File: config.mk
export PLATFORM = sky130hd
export DESIGN_NAME = instruction_loader_flat
export DESIGN_NICKNAME = d
export VERILOG_FILES = /design/src/rtl/instruction_loader_if.sv /design/src/rtl/instruction_loader.sv /design/src/flat_wrapper.sv
export SDC_FILE = /design/constraint.sdc
export NUM_CORES = 1
export LEC_CHECK = 0
export ABC_AREA = 1
export CAP_MARGIN = 20
export CORE_ASPECT_RATIO = 1.4
export CORE_MARGIN = 2
export CORE_UTILIZATION = 55
export CTS_BUF_LIST = sky130_fd_sc_hd__clkbuf_4 sky130_fd_sc_hd__clkbuf_8
export DETAILED_ROUTE_END_ITERATION = 6
export MAX_ROUTING_LAYER = met4
export PLACE_DENSITY_LB_ADDON = 0.15
export SLEW_MARGIN = 20
export SYNTH_ARGS = -nofsm -noshare
export SYNTH_HDL_FRONTEND = slang
export SYNTH_SLANG_ARGS = --single-unit
File: constraint.sdc
create_clock -name clk -period 2 [get_ports clk]
set_input_delay 0.4 -clock clk [delete_from_list [all_inputs] [get_ports clk]]
set_output_delay 0.4 -clock clk [all_outputs]
set_load 0.02 [all_outputs]
File: src/rtl/instruction_loader_if.sv
// Byte-stream input and instruction-RAM write-port bundle for instruction_loader.
// The loader uses the slave modport; the host / byte source uses master.
interface instruction_loader_if #(
  parameter int ADDR_WIDTH = 12,
  parameter int DATA_WIDTH = 19
);
  logic                  start;
  logic [ADDR_WIDTH-1:0] base_addr;
  logic [7:0]            in_byte;
  logic                  in_valid;
  logic                  in_ready;
  logic                  wr_en;
  logic [ADDR_WIDTH-1:0] wr_addr;
  logic [DATA_WIDTH-1:0] wr_data;
  logic                  busy;
  logic                  done;
  logic                  error;

  modport master (
    output start, base_addr, in_byte, in_valid,
    input  in_ready, wr_en, wr_addr, wr_data, busy, done, error
  );

  modport slave (
    input  start, base_addr, in_byte, in_valid,
    output in_ready, wr_en, wr_addr, wr_data, busy, done, error
  );
endinterface

File: src/rtl/instruction_loader.sv
// Streaming writer for the instruction store: 16-bit big-endian word count,
// then 3 big-endian bytes per instruction, one write strobe per word.
module instruction_loader #(
  parameter int ADDR_WIDTH = 12,
  parameter int DATA_WIDTH = 19
) (
  input logic                clk,
  input logic                rst_n,
  instruction_loader_if.slave bus
);
  typedef enum logic [2:0] {
    IDLE, LEN_HI, LEN_LO, B0, B1, B2, WRITE, DONE
  } state_t;

  state_t                r_state;
  logic [7:0]            r_len_hi;
  logic [15:0]           r_remaining;
  logic [ADDR_WIDTH-1:0] r_addr;
  logic [DATA_WIDTH-17:0] r_b0;
  logic [7:0]            r_b1;
  logic                  r_in_ready;
  logic                  r_busy;
  logic                  r_wr_en;
  logic [ADDR_WIDTH-1:0] r_wr_addr;
  logic [DATA_WIDTH-1:0] r_wr_data;
  logic                  r_done;
  logic                  r_error;

  logic                  w_accept;
  logic [15:0]           w_count;
  logic                  w_count_bad;
  logic                  w_b0_bad;
  logic [DATA_WIDTH-1:0] w_word;

  assign w_accept    = bus.in_valid && r_in_ready;
  assign w_count     = {r_len_hi, bus.in_byte};
  assign w_count_bad = (w_count == 16'd0) || (32'(w_count) > (32'd1 << ADDR_WIDTH));
  // Any B0 bit at or above position DATA_WIDTH-16 lies outside the instruction
  assign w_b0_bad    = |(bus.in_byte >> (DATA_WIDTH - 16));
  assign w_word      = {r_b0, r_b1, bus.in_byte};

  // Outputs are registered: each transition loads the values of the state it enters
  always_ff @(posedge clk or negedge rst_n) begin
    if (!rst_n) begin
      r_state     <= IDLE;
      r_len_hi    <= '0;
      r_remaining <= '0;
      r_addr      <= '0;
      r_b0        <= '0;
      r_b1        <= '0;
      r_in_ready  <= 1'b0;
      r_busy      <= 1'b0;
      r_wr_en     <= 1'b0;
      r_wr_addr   <= '0;
      r_wr_data   <= '0;
      r_done      <= 1'b0;
      r_error     <= 1'b0;
    end else begin
      r_wr_en <= 1'b0;
      r_done  <= 1'b0;
      case (r_state)
        IDLE: if (bus.start) begin
          r_addr     <= bus.base_addr;
          r_error    <= 1'b0;
          r_in_ready <= 1'b1;
          r_busy     <= 1'b1;
          r_state    <= LEN_HI;
        end
        LEN_HI: if (w_accept) begin
          r_len_hi <= bus.in_byte;
          r_state  <= LEN_LO;
        end
        LEN_LO: if (w_accept) begin
          if (w_count_bad) begin
            r_error    <= 1'b1;
            r_in_ready <= 1'b0;
            r_done     <= 1'b1;
            r_state    <= DONE;
          end else begin
            r_remaining <= w_count;
            r_state     <= B0;
          end
        end
        B0: if (w_accept) begin
          if (w_b0_bad) begin
            r_error    <= 1'b1;
            r_in_ready <= 1'b0;
            r_done     <= 1'b1;
            r_state    <= DONE;
          end else begin
            r_b0    <= bus.in_byte[DATA_WIDTH-17:0];
            r_state <= B1;
          end
        end
        B1: if (w_accept) begin
          r_b1    <= bus.in_byte;
          r_state <= B2;
        end
        B2: if (w_accept) begin
          r_in_ready <= 1'b0;
          r_wr_en    <= 1'b1;
          r_wr_addr  <= r_addr;
          r_wr_data  <= w_word;
          r_state    <= WRITE;
        end
        WRITE: begin
          r_addr      <= r_addr + ADDR_WIDTH'(1);
          r_remaining <= r_remaining - 16'd1;
          if (r_remaining == 16'd1) begin
            r_done  <= 1'b1;
            r_state <= DONE;
          end else begin
            r_in_ready <= 1'b1;
            r_state    <= B0;
          end
        end
        DONE: begin
          r_busy  <= 1'b0;
          r_state <= IDLE;
        end
        default: r_state <= IDLE;
      endcase
    end
  end

  assign bus.in_ready = r_in_ready;
  assign bus.wr_en    = r_wr_en;
  assign bus.wr_addr  = r_wr_addr;
  assign bus.wr_data  = r_wr_data;
  assign bus.busy     = r_busy;
  assign bus.done     = r_done;
  assign bus.error    = r_error;
endmodule
File: src/flat_wrapper.sv
// flat-port wrapper written by rule: the top's interface ports become plain ports
module instruction_loader_flat 
#(
  parameter int ADDR_WIDTH = 12,
  parameter int DATA_WIDTH = 19
)
  (clk, rst_n, bus_start, bus_base_addr, bus_in_byte, bus_in_valid, bus_in_ready, bus_wr_en, bus_wr_addr, bus_wr_data, bus_busy, bus_done, bus_error);
  instruction_loader_if #(.ADDR_WIDTH(ADDR_WIDTH), .DATA_WIDTH(DATA_WIDTH)) bus_i ();
  input logic clk;
  input logic rst_n;
  input wire logic [$bits(bus_i.start)-1:0] bus_start;
  input wire logic [$bits(bus_i.base_addr)-1:0] bus_base_addr;
  input wire logic [$bits(bus_i.in_byte)-1:0] bus_in_byte;
  input wire logic [$bits(bus_i.in_valid)-1:0] bus_in_valid;
  output wire logic [$bits(bus_i.in_ready)-1:0] bus_in_ready;
  output wire logic [$bits(bus_i.wr_en)-1:0] bus_wr_en;
  output wire logic [$bits(bus_i.wr_addr)-1:0] bus_wr_addr;
  output wire logic [$bits(bus_i.wr_data)-1:0] bus_wr_data;
  output wire logic [$bits(bus_i.busy)-1:0] bus_busy;
  output wire logic [$bits(bus_i.done)-1:0] bus_done;
  output wire logic [$bits(bus_i.error)-1:0] bus_error;
  assign bus_i.start = bus_start;
  assign bus_i.base_addr = bus_base_addr;
  assign bus_i.in_byte = bus_in_byte;
  assign bus_i.in_valid = bus_in_valid;
  assign bus_in_ready = bus_i.in_ready;
  assign bus_wr_en = bus_i.wr_en;
  assign bus_wr_addr = bus_i.wr_addr;
  assign bus_wr_data = bus_i.wr_data;
  assign bus_busy = bus_i.busy;
  assign bus_done = bus_i.done;
  assign bus_error = bus_i.error;
  instruction_loader #(.ADDR_WIDTH(ADDR_WIDTH), .DATA_WIDTH(DATA_WIDTH)) u_core (.clk(clk), .rst_n(rst_n), .bus(bus_i));
endmodule
# --- Yosys cells after proc, flatten, opt, wreduce, memory -nomap -nowiden ---
# Cells that the tools add are included.
op_classes:
  add_sub_neg: 2
  magnitude_cmp: 1
  eq_ne: 18
  muxes: 38
  bitwise: 1
  n_reduce_logical: 20
ops:
  columns: ["cell", "count"]
  rows:
  - ["16-bit two-way mux", 2]
  - ["16-bit case mux with 2 select lines", 1]
  - ["3-bit two-way mux", 8]
  - ["12-bit case mux with 2 select lines", 1]
  - ["3-bit case mux with 8 select lines", 1]
  - ["1-bit two-way mux", 19]
  - ["16-bit by 1-bit equality test with 1-bit output (second input constant)", 1]
  - ["16-bit by 13-bit > comparator with 1-bit output (second input constant)", 1]
  - ["16-bit logical NOT", 1]
  - ["16-bit by 1-bit subtractor with 16-bit output (second input constant)", 1]
  - ["2-bit by 1-bit inequality test with 1-bit output (second input constant)", 7]
  - ["12-bit by 1-bit adder with 12-bit output (second input constant)", 1]
  - ["3-bit equality test (second input constant)", 4]
  - ["12-bit two-way mux", 1]
  - ["6-bit AND reduction", 2]
  - ["2-bit AND reduction", 5]
  - ["8-bit AND reduction", 1]
  - ["3-bit by 2-bit equality test with 1-bit output (second input constant)", 2]
  - ["2-bit inequality test (second input constant)", 3]
  - ["1-bit case mux with 3 select lines", 2]
  - ["3-bit AND reduction", 2]
  - ["2-bit nonzero test", 3]
  - ["1-bit case mux with 5 select lines", 1]
  - ["5-bit nonzero test", 1]
  - ["9 further kinds", 9]
totals:
  ff_bits: 86
  input_bits: 24
  output_inout_bits: 36

# --- Depth between registers and ports, before layout ---
# Gate-level depths: netlist of run 1.
depth:
  ltp_word: 5
  mapped_depth: 12

# --- Least setup slack after synthesis of run 1 ---
# Ideal clock, no wire load.
synth_timing:
  kind: "flip-flop to flip-flop"
  startpoint: "reg u_core.r_state[1]"
  endpoint: "reg u_core.r_wr_addr[11], in the netlist u_core.bus.wr_addr[11]"
  setup_time_ps: 125
  arrival_time_ps: 1330
  required_time_ps: 1875
  slack_ps: 545
  stages_incl_launch_ff: 6
  path_buffers: 1
  synth_period_minus_slack_ps: 1455
  cell_sequence: "dfrtp_1 inv_2 nand3_2 nor2_2 buf_2 mux2_2"
synth_via:
  elab_chain_cells: 2
synth_lines:
  columns: ["element", "line", "source"]
  rows:
  - ["start, declared", "instruction_loader.sv:15", "state_t r_state;"]
  - ["start signal, assigned", "instruction_loader.sv:45", "r_state <= IDLE;"]
  - ["start signal, assigned", "instruction_loader.sv:67", "r_state <= LEN_HI;"]
  - ["start signal, assigned", "instruction_loader.sv:71", "r_state <= LEN_LO;"]
  - ["3-bit equality test", "instruction_loader.sv:61", "case (r_state)"]
  - ["2-bit AND reduction (no source line)", null, null]
  - ["end signal, assigned", "instruction_loader.sv:102", "r_wr_addr <= r_addr;"]
  - ["end, declared", "instruction_loader.sv:24", "logic [ADDR_WIDTH-1:0] r_wr_addr;"]
# No other way between the ends.
# A chain may end at the register's enable or synchronous reset.

# --- Worst setup path after layout of run 1 ---
layout_timing:
  startpoint: "reg u_core.r_state[0]"
  endpoint: "reg u_core.r_addr[1]"
layout_via:
  elab_chain_cells: 3
layout_lines:
  columns: ["element", "line", "source"]
  rows:
  - ["3-bit equality test / 3-bit logical NOT (equally long branches)", "instruction_loader.sv:61", null]
  - ["2-bit nonzero test (no source line) / 2-bit inequality test (equally long branches)", null, null]
  - ["2-bit AND reduction (no source line)", null, null]
  - ["end signal, assigned", "instruction_loader.sv:63", "r_addr <= bus.base_addr;"]
  - ["end signal, assigned", "instruction_loader.sv:107", "r_addr <= r_addr + ADDR_WIDTH'(1);"]
  - ["end, declared", "instruction_loader.sv:18", "logic [ADDR_WIDTH-1:0] r_addr;"]
# Parallel ways exist; a longest one is shown, timed or not.

==> results of run 1 <==
-- Yosys cell counts, types with 2 or more instances --
cell type / instances / area [µm²]
nand3_1: 33 / 165
nand2_2: 12 / 75.1
or2_2: 3 / 18.8
inv_2: 4 / 15.0
nand4_1: 8 / 50.1
or2_0: 2 / 12.5
mux2_2: 8 / 90.1
mux2_1: 7 / 78.8
a31oi_1: 3 / 18.8
nand2_1: 151 / 567
o211ai_1: 5 / 37.5
nand3_2: 4 / 40.0
o22ai_1: 3 / 18.8
ha_1: 3 / 37.5
a211oi_1: 2 / 15.0
o21ai_1: 4 / 20.0
buf_2: 7 / 35.0
o21ai_0: 36 / 180
nor3_1: 5 / 25.0
buf_4: 5 / 37.5
inv_1: 43 / 161
nor2_1: 70 / 263
nor2_2: 3 / 18.8
dfrtp_1: 86 / 2150
a21oi_1: 23 / 115
nand3b_1: 3 / 22.5
nor2_4: 2 / 22.5
-- sequential cells by signal, indices dropped and copies added (netlist names) --
| register | count |
|---|---|
| u_core.r_b0 | 3 |
| u_core.bus.busy | 1 |
| u_core.r_remaining | 16 |
| u_core.bus.in_ready | 1 |
| u_core.r_b1 | 8 |
| u_core.bus.done | 1 |
| u_core.bus.wr_data | 19 |
| u_core.bus.wr_addr | 12 |
| u_core.r_len_hi | 8 |
| u_core.r_state | 3 |
| u_core.r_addr | 12 |
| u_core.bus.error | 1 |
| u_core.bus.wr_en | 1 |
-- metrics by stage --
stage	std cells	setup WS (ps)
2_1_floorplan	547	545
3_3_place_gp	705	25.9
3_5_place_dp	705	-56.5
4_1_cts	721	219
5_1_grt	721	45.6
6_report	721	233
-- metal layers --
layer / up-vias / global-route usage / routed length, µm
met5: - / - / 0
met4: 0 / 0.127 / 374
met3: 37 / 0.0293 / 426
met2: 114 / 0.462 / 5550
met1: 1928 / 0.329 / 4440
li1: 1919 / - / -
-- final cells by class --
type                       count  area (µm²)
timing repair buffer          72         711
fill                         676        2460
sequential                    86        2150
multi-input combinational    399        1990
inverter                      48         183
tap                          100         125
clock inverter                 6        46.3
clock buffer                  10         131
-- logic make-up after synthesis --
| group | Yosys count | share of synthesized area |
|---|---|---|
| multiplexers | 15 | 0.0382 |
| buffers and inverters | 62 | 0.0632 |
| XOR/XNOR | 2 | 0.00397 |
| AND/OR/NAND/NOR | 298 | 0.298 |
| AO/OA/AOI/OAI | 81 | 0.101 |
| adder cells (fa/ha/maj) | 3 | 0.00850 |
| flip-flops | 86 | 0.487 |
-- final timing paths --
check	end	depth (start not counted)	start	slack [ps]
worst max register to register	u_core.r_addr[1]$_DFFE_PN0P_	6	u_core.r_state[0]$_DFFE_PN0P_	230
worst max-delay path	u_core.r_addr[1]$_DFFE_PN0P_	6	u_core.r_state[0]$_DFFE_PN0P_	230
worst min register to register	u_core.bus.error$_DFFE_PN0P_	2	u_core.bus.error$_DFFE_PN0P_	480
min in group clk	u_core.bus.error$_DFFE_PN0P_	2	u_core.bus.error$_DFFE_PN0P_	480
worst min-delay path	u_core.r_state[2]$_DFFE_PN0P_	1	rst_n	3
max in group asynchronous	u_core.r_remaining[9]$_DFFE_PN0P_	2	rst_n	1390
-- power by group --
group / total, µW / internal (µW) / switching, µW
combinational: 3970 / 1630 / 2350
sequential: 3180 / 2510 / 669
clock: 1120 / 474 / 651
total: 8280 / 4610 / 3670
-- cells in the final DEF, fill, tap and decap left out, types with 3 or more instances in the layout --
master,n
o21ai_0,36
mux2_2,8
nand2_1,151
nor3_1,5
or2_2,3
clkdlybuf4s50_1,58
inv_2,4
nor2_1,70
nand4_1,8
nand3b_1,3
a31oi_1,3
buf_4,12
mux2_1,7
nand2_2,12
nand3_1,33
inv_1,43
nand3_2,4
o211ai_1,5
o22ai_1,3
a21oi_1,23
nor2_4,3
clkbuf_8,9
ha_1,3
o21ai_1,4
dfrtp_1,86
==> impl_results.md, run 1 <==
* Max-slew violations at 0
* Crit path largest cell delay at 480 ps
* Post CTS Setup Buffer Count at 0
* Ys async rst share at 1.00
* Vias per inst at 5.55
* Tmin final at 1770 ps
* CP Class: register to register
* Total gr overflow at 0
* Initial Utilization at 0.567
* Worst path arrival time at 2040 ps
* Share of layout cells above drive strength 1 at 0.113
* First-pass GRT wire length at 17,900 µm
* Crit-path cells: inv_2 > nand3_2 > inv_2 > buf_4 > nand2_1 > a31oi_1
* Worst VDD drop at 0.947 mV
* Half-perimeter wire length after detailed placement at 7920 µm
* Synth Cell Area at 0.00442 mm²
* Quantity of gates resized following cts at 0
* Vias in the first global route at 3,863
* Syn_nets at 574
* Htree depth at 3
* Chip height at 110 µm
* CP max-delay cell: dfrtp_1
* Most frequent CP cell: inv_2
* Deepest clock path buffer count at 2
* Critical path buffers and inverters at 3
* Setup TNS at 0 ps
* IO Count at 60
* Standard-cell row count at 38
* RSZ-0062 raised after global routing: no
* Synth unique cells at 39
* Post-CTS Hold Buffers at 0
* Starting DRT DRC Count at 265
* Dominant synthesized flop cell: dfrtp_1
* ANT nets after route at 0
* GP Congestion at 0.931
* Syn avg cell area at 8.08 µm²
* Sequential share of the synthesized area at 0.487
* Least-Margin Pin Slew at 536 ps
* Number of synthesized flops with an enable pin at 0
* Worst-Skew Late Latency at 360 ps
* Warnings from Yosys at 0
* Post-synthesis cell count at 547
* Endpoints failing hold at 0
* Clock slew at reported path FFs at 90 ps
* Power Dens Cells at 1550 mW/mm²
* Final instance area at 0.00534 mm²
* Worst Setup End Kind: register
* Die area at 0.00878 mm²
* Worst relative slew slack at 0.643
* Fin Hold WS at 3.46 ps
* Status: finished clean
* Antenna cells at 0
* Clock Skew at 7.11 ps
* F_max at 566 MHz
* WL final at 10,800 µm
* Area grow syn2layout at 20.9%
* Yosys reg bits at 86
* Pin count of the biggest net entering global routing at 41
* Util after Layout at 0.685
* Worst-path fanout max at 22
* CP required at 2280 ps
* CTS tree: built
* Final setup viols at 0
* Max-Cap Viols at 0
* GRT Util Overall at 0.273
* Nets at 643
* Drt pass-1 iters at 5
* # DRC at 0
* Initial antenna violation count at 0
* Total chip power at 8280 µW
* Clk sinks at 86
* Via count at 3,998
* Die width at 79.7 µm
* Drt wl/cell at 15.0 µm
* CTS root buf: clkbuf_8
* Hold WC Path Type: input port to asynchronous set/reset pin
* IO Port Bufs at 59
* TritonCTS Buffers at 9
* Crit path max-delay family: buffers and inverters
* P_leak at 0.00258 µW
* Final period util at 0.883
* CP startpoint kind: register
* Placed cell areas at 0.00516 mm²
* Core outline area at 0.00780 mm²
No activity file was read; power rests on OpenSTA's default activity.
==> inputs of run 2 (changes only) <==
--- a/config.mk
+++ b/config.mk
@@ -8,11 +8,9 @@
 export ABC_AREA = 1
 export CAP_MARGIN = 20
 export CORE_ASPECT_RATIO = 1.4
-export CORE_MARGIN = 2
 export CORE_UTILIZATION = 55
 export CTS_BUF_LIST = sky130_fd_sc_hd__clkbuf_4 sky130_fd_sc_hd__clkbuf_8
 export DETAILED_ROUTE_END_ITERATION = 6
-export MAX_ROUTING_LAYER = met4
 export PLACE_DENSITY_LB_ADDON = 0.15
 export SLEW_MARGIN = 20
 export SYNTH_ARGS = -nofsm -noshare
==> run 2 against run 1 <==
Largest power group unchanged. Non-clock buffer count rose by 2. Critical path type is now register to primary output. Core utilization rose by 1.1 points. Clock skew rose by 5.0 ps.
==> impl_results.md, run 2 (synthesis results as in run 1) <==
* Share of layout cells above drive strength 1 at 0.114 (+0.00124)
* Antenna cells at 0 (unchanged)
* Least-Margin Pin Slew at 479 ps (-57.4 ps)
* Commonest non-fill, non-tap cells in the layout: 151 x nand2_1, 86 x dfrtp_1, 70 x nor2_1
* Worst-Skew Late Latency at 370 ps (about the same)
* Die width at 77.7 µm (-2.5%)
* First-pass GRT wire length at 17,900 µm (+0.27%)
* Met3 wire len at 415 µm (-2.6%)
* Hold endpoint: u_core.bus.error$_DFFE_PN0P_
* CTS root buf: clkbuf_8
* Nets at 645 (+0.31%)
* Worst setup margin at 245 ps (+11.3 ps)
* Crit path largest cell delay at 610 ps (+130 ps)
* FF-to-FF path depth at 6 (unchanged)
* Status: finished clean
* Final period util at 0.878 (-0.00567)
* Final setup viols at 0 (unchanged)
* Half-perimeter wire length after detailed placement at 7840 µm (-0.96%)
* Standard-cell row count at 38 (unchanged)
* Flop pwr share at 0.375 (-0.009)
* Post-CTS Hold Buffers at 1 (+1)
* Beginning of the worst hold path: u_core.bus.error$_DFFE_PN0P_
* Fin Hold WS at 483 ps (+480 ps)
* Final instance area at 0.00539 mm² (+0.98%)
* Htree depth at 3 (unchanged)
* Die area at 0.00840 mm² (-4.3%)
* F_max at 570 MHz (+0.65%)
* CTS tree: built
* Crit-path cells: clkdlybuf4s50_1
* Starting DRT DRC Count at 300 (+13%)
* Clk pwr share at 0.155 (+0.019)
* Core outline area at 0.00775 mm² (-0.61%)
* WP depth at 1 (-5)
* Util after Layout at 0.696 (+0.0110)
* CP max-delay cell: clkdlybuf4s50_1
* Worst relative slew slack at 0.681 (+0.0383)
* Via count at 3,920 (-2.0%)
* Worst-path fanout max at 2 (-91%)
* Largest register FFs at 19 (unchanged)
* Drt pass-1 iters at 7 (+2)
* Hold Crit Depth at 2
* Cell Int Power at 4760 µW (+3.2%)
* Quantity of gates resized following cts at 0 (unchanged)
* IO Port Bufs at 59 (unchanged)
* Vias per inst at 5.42 (-2.2%)
* GRT Util Overall at 0.279 (+0.00625)
* Net Sw Frac at 0.436 (-0.00707)
* Clk sinks at 86 (unchanged)
* Endpoints failing hold at 0 (unchanged)
* WL met1 at 4500 µm (+1.3%)
* CP startpoint kind: register
* Sw Pwr at 3680 µW (+0.26%)
* Post CTS Setup Buffer Count at 0 (unchanged)
* Setup TNS at 0 ps (unchanged)
* Worst VDD drop at 1.10 mV (+16%)
* Placed cell areas at 0.00517 mm² (+0.15%)
* Tmin final at 1760 ps (-11.3 ps)
* ANT nets after route at 0 (unchanged)
* Metal2 WL at 5620 µm (+1.3%)
* Dpl ws at -43.2 ps (+13.3 ps)
* Worst path arrival time at 1360 ps (-680 ps)
* Logic pwr share at 0.470 (-0.010)
* Area grow syn2layout at 22.1%
* Max-Cap Viols at 0 (unchanged)
* CP Class: register to primary output
* Initial Utilization at 0.570 (+0.00348)
* Drt wl/cell at 14.9 µm (-0.22%)
* Uppermost layer routed: met4
* IO Count at 60 (unchanged)
* Critical R2R Capture: u_core.r_addr[5]$_DFFE_PN0P_
* Critical path buffers and inverters at 1 (-2)
* Total gr overflow at 0 (unchanged)
* GP Congestion at 0.907 (-2.6%)
* R2R Setup Slk at 290 ps (+60 ps)
* Initial antenna violation count at 0 (unchanged)
* P_leak at 0.00261 µW (+1.1%)
* Chip height at 108 µm (-1.8%)
* Power Dens Cells at 1560 mW/mm² (+0.90%)
* Vias in the first global route at 3,880 (+0.44%)
* CP required at 1600 ps (-680 ps)
* Commonest non-fill, non-tap cell in the layout: nand2_1
* # DRC at 0 (unchanged)
* Pin count of the biggest net entering global routing at 39 (-4.9%)
* Crit path max-delay family: buffers and inverters
* Clock slew at reported path FFs at 100 ps (about the same)
* Hold WC Path Type: register to register
* TritonCTS Buffers at 9 (unchanged)
* Clock Skew at 12.1 ps (+4.95 ps)
* WL final at 10,800 µm (about the same)
* Deepest clock path buffer count at 2 (unchanged)
* Max-slew violations at 0 (unchanged)
* Worst Setup End Kind: primary output
* RSZ-0062 raised after global routing: no
* Reg-to-Reg Start: u_core.r_state[0]$_DFFE_PN0P_
==> run 2: cell count changes in the layout (fill, tap and decap cells not counted), sizes merged <==
cell,previous run,this run
dlygate4sd3,0,1
bufinv,0,1
clkinv,2,1
clkinvlp,2,1
inv,50,51
buf,14,15
==> run 2: power groups by stage <==
stage	Clock (µW)	Combinational, µW	Sequential, µW
final	1310	3960	3170
after global routing	1390	4420	3270
after CTS	1330	3970	3160
after detailed placement	0	3940	3190
after global placement	0	3850	3160
after floorplan	0	2340	3410
==> run 2: worst max-delay path by stage <==
stage,startpoint,end,slack [ps]
final,u_core.bus.busy$_DFFE_PN0P_,bus_busy,240
after global routing,u_core.r_remaining[0]$_DFFE_PN0P_,u_core.r_remaining[10]$_DFFE_PN0P_,100
after CTS,u_core.bus.in_ready$_DFFE_PN0P_,bus_in_ready,220
after detailed placement,bus_in_byte[0],u_core.r_remaining[7]$_DFFE_PN0P_,-40
after global placement,bus_in_byte[0],u_core.r_remaining[13]$_DFFE_PN0P_,40
after floorplan,u_core.r_state[1]$_DFFE_PN0P_,u_core.bus.wr_addr[11]$_DFFE_PN0P_,550
==> run 2: metrics by stage <==
stage	instances	power, µW
global placement	706	7010
floorplan	547	5740
global route	723	9080
finish	723	8430
CTS	723	8460
detailed placement	706	7130
==> run 2: area by class of cell <==
type,count,area (µm²)
fill,640,2360
sequential,86,2150
multi-input combinational,399,1990
timing repair buffer,74,728
inverter,48,183
clock buffer,10,138
tap,100,125
clock inverter,6,75.1
==> run 2: routing by layer <==
layer | track usage | up-vias
met5 | 0 | -
met4 | 0.121 | 0
met3 | 0.0430 | 22
met2 | 0.492 | 94
met1 | 0.337 | 1878
li1 | - | 1926
==> inputs of run 3 (changes only) <==
--- a/config.mk
+++ b/config.mk
@@ -6,7 +6,7 @@
 export NUM_CORES = 1
 export LEC_CHECK = 0
 export ABC_AREA = 1
-export CAP_MARGIN = 20
+export CAP_MARGIN = 15
 export CORE_ASPECT_RATIO = 1.4
 export CORE_UTILIZATION = 55
 export CTS_BUF_LIST = sky130_fd_sc_hd__clkbuf_4 sky130_fd_sc_hd__clkbuf_8
==> results of run 3 <==
Final layout, timing and power as in run 2 (identical DEF).
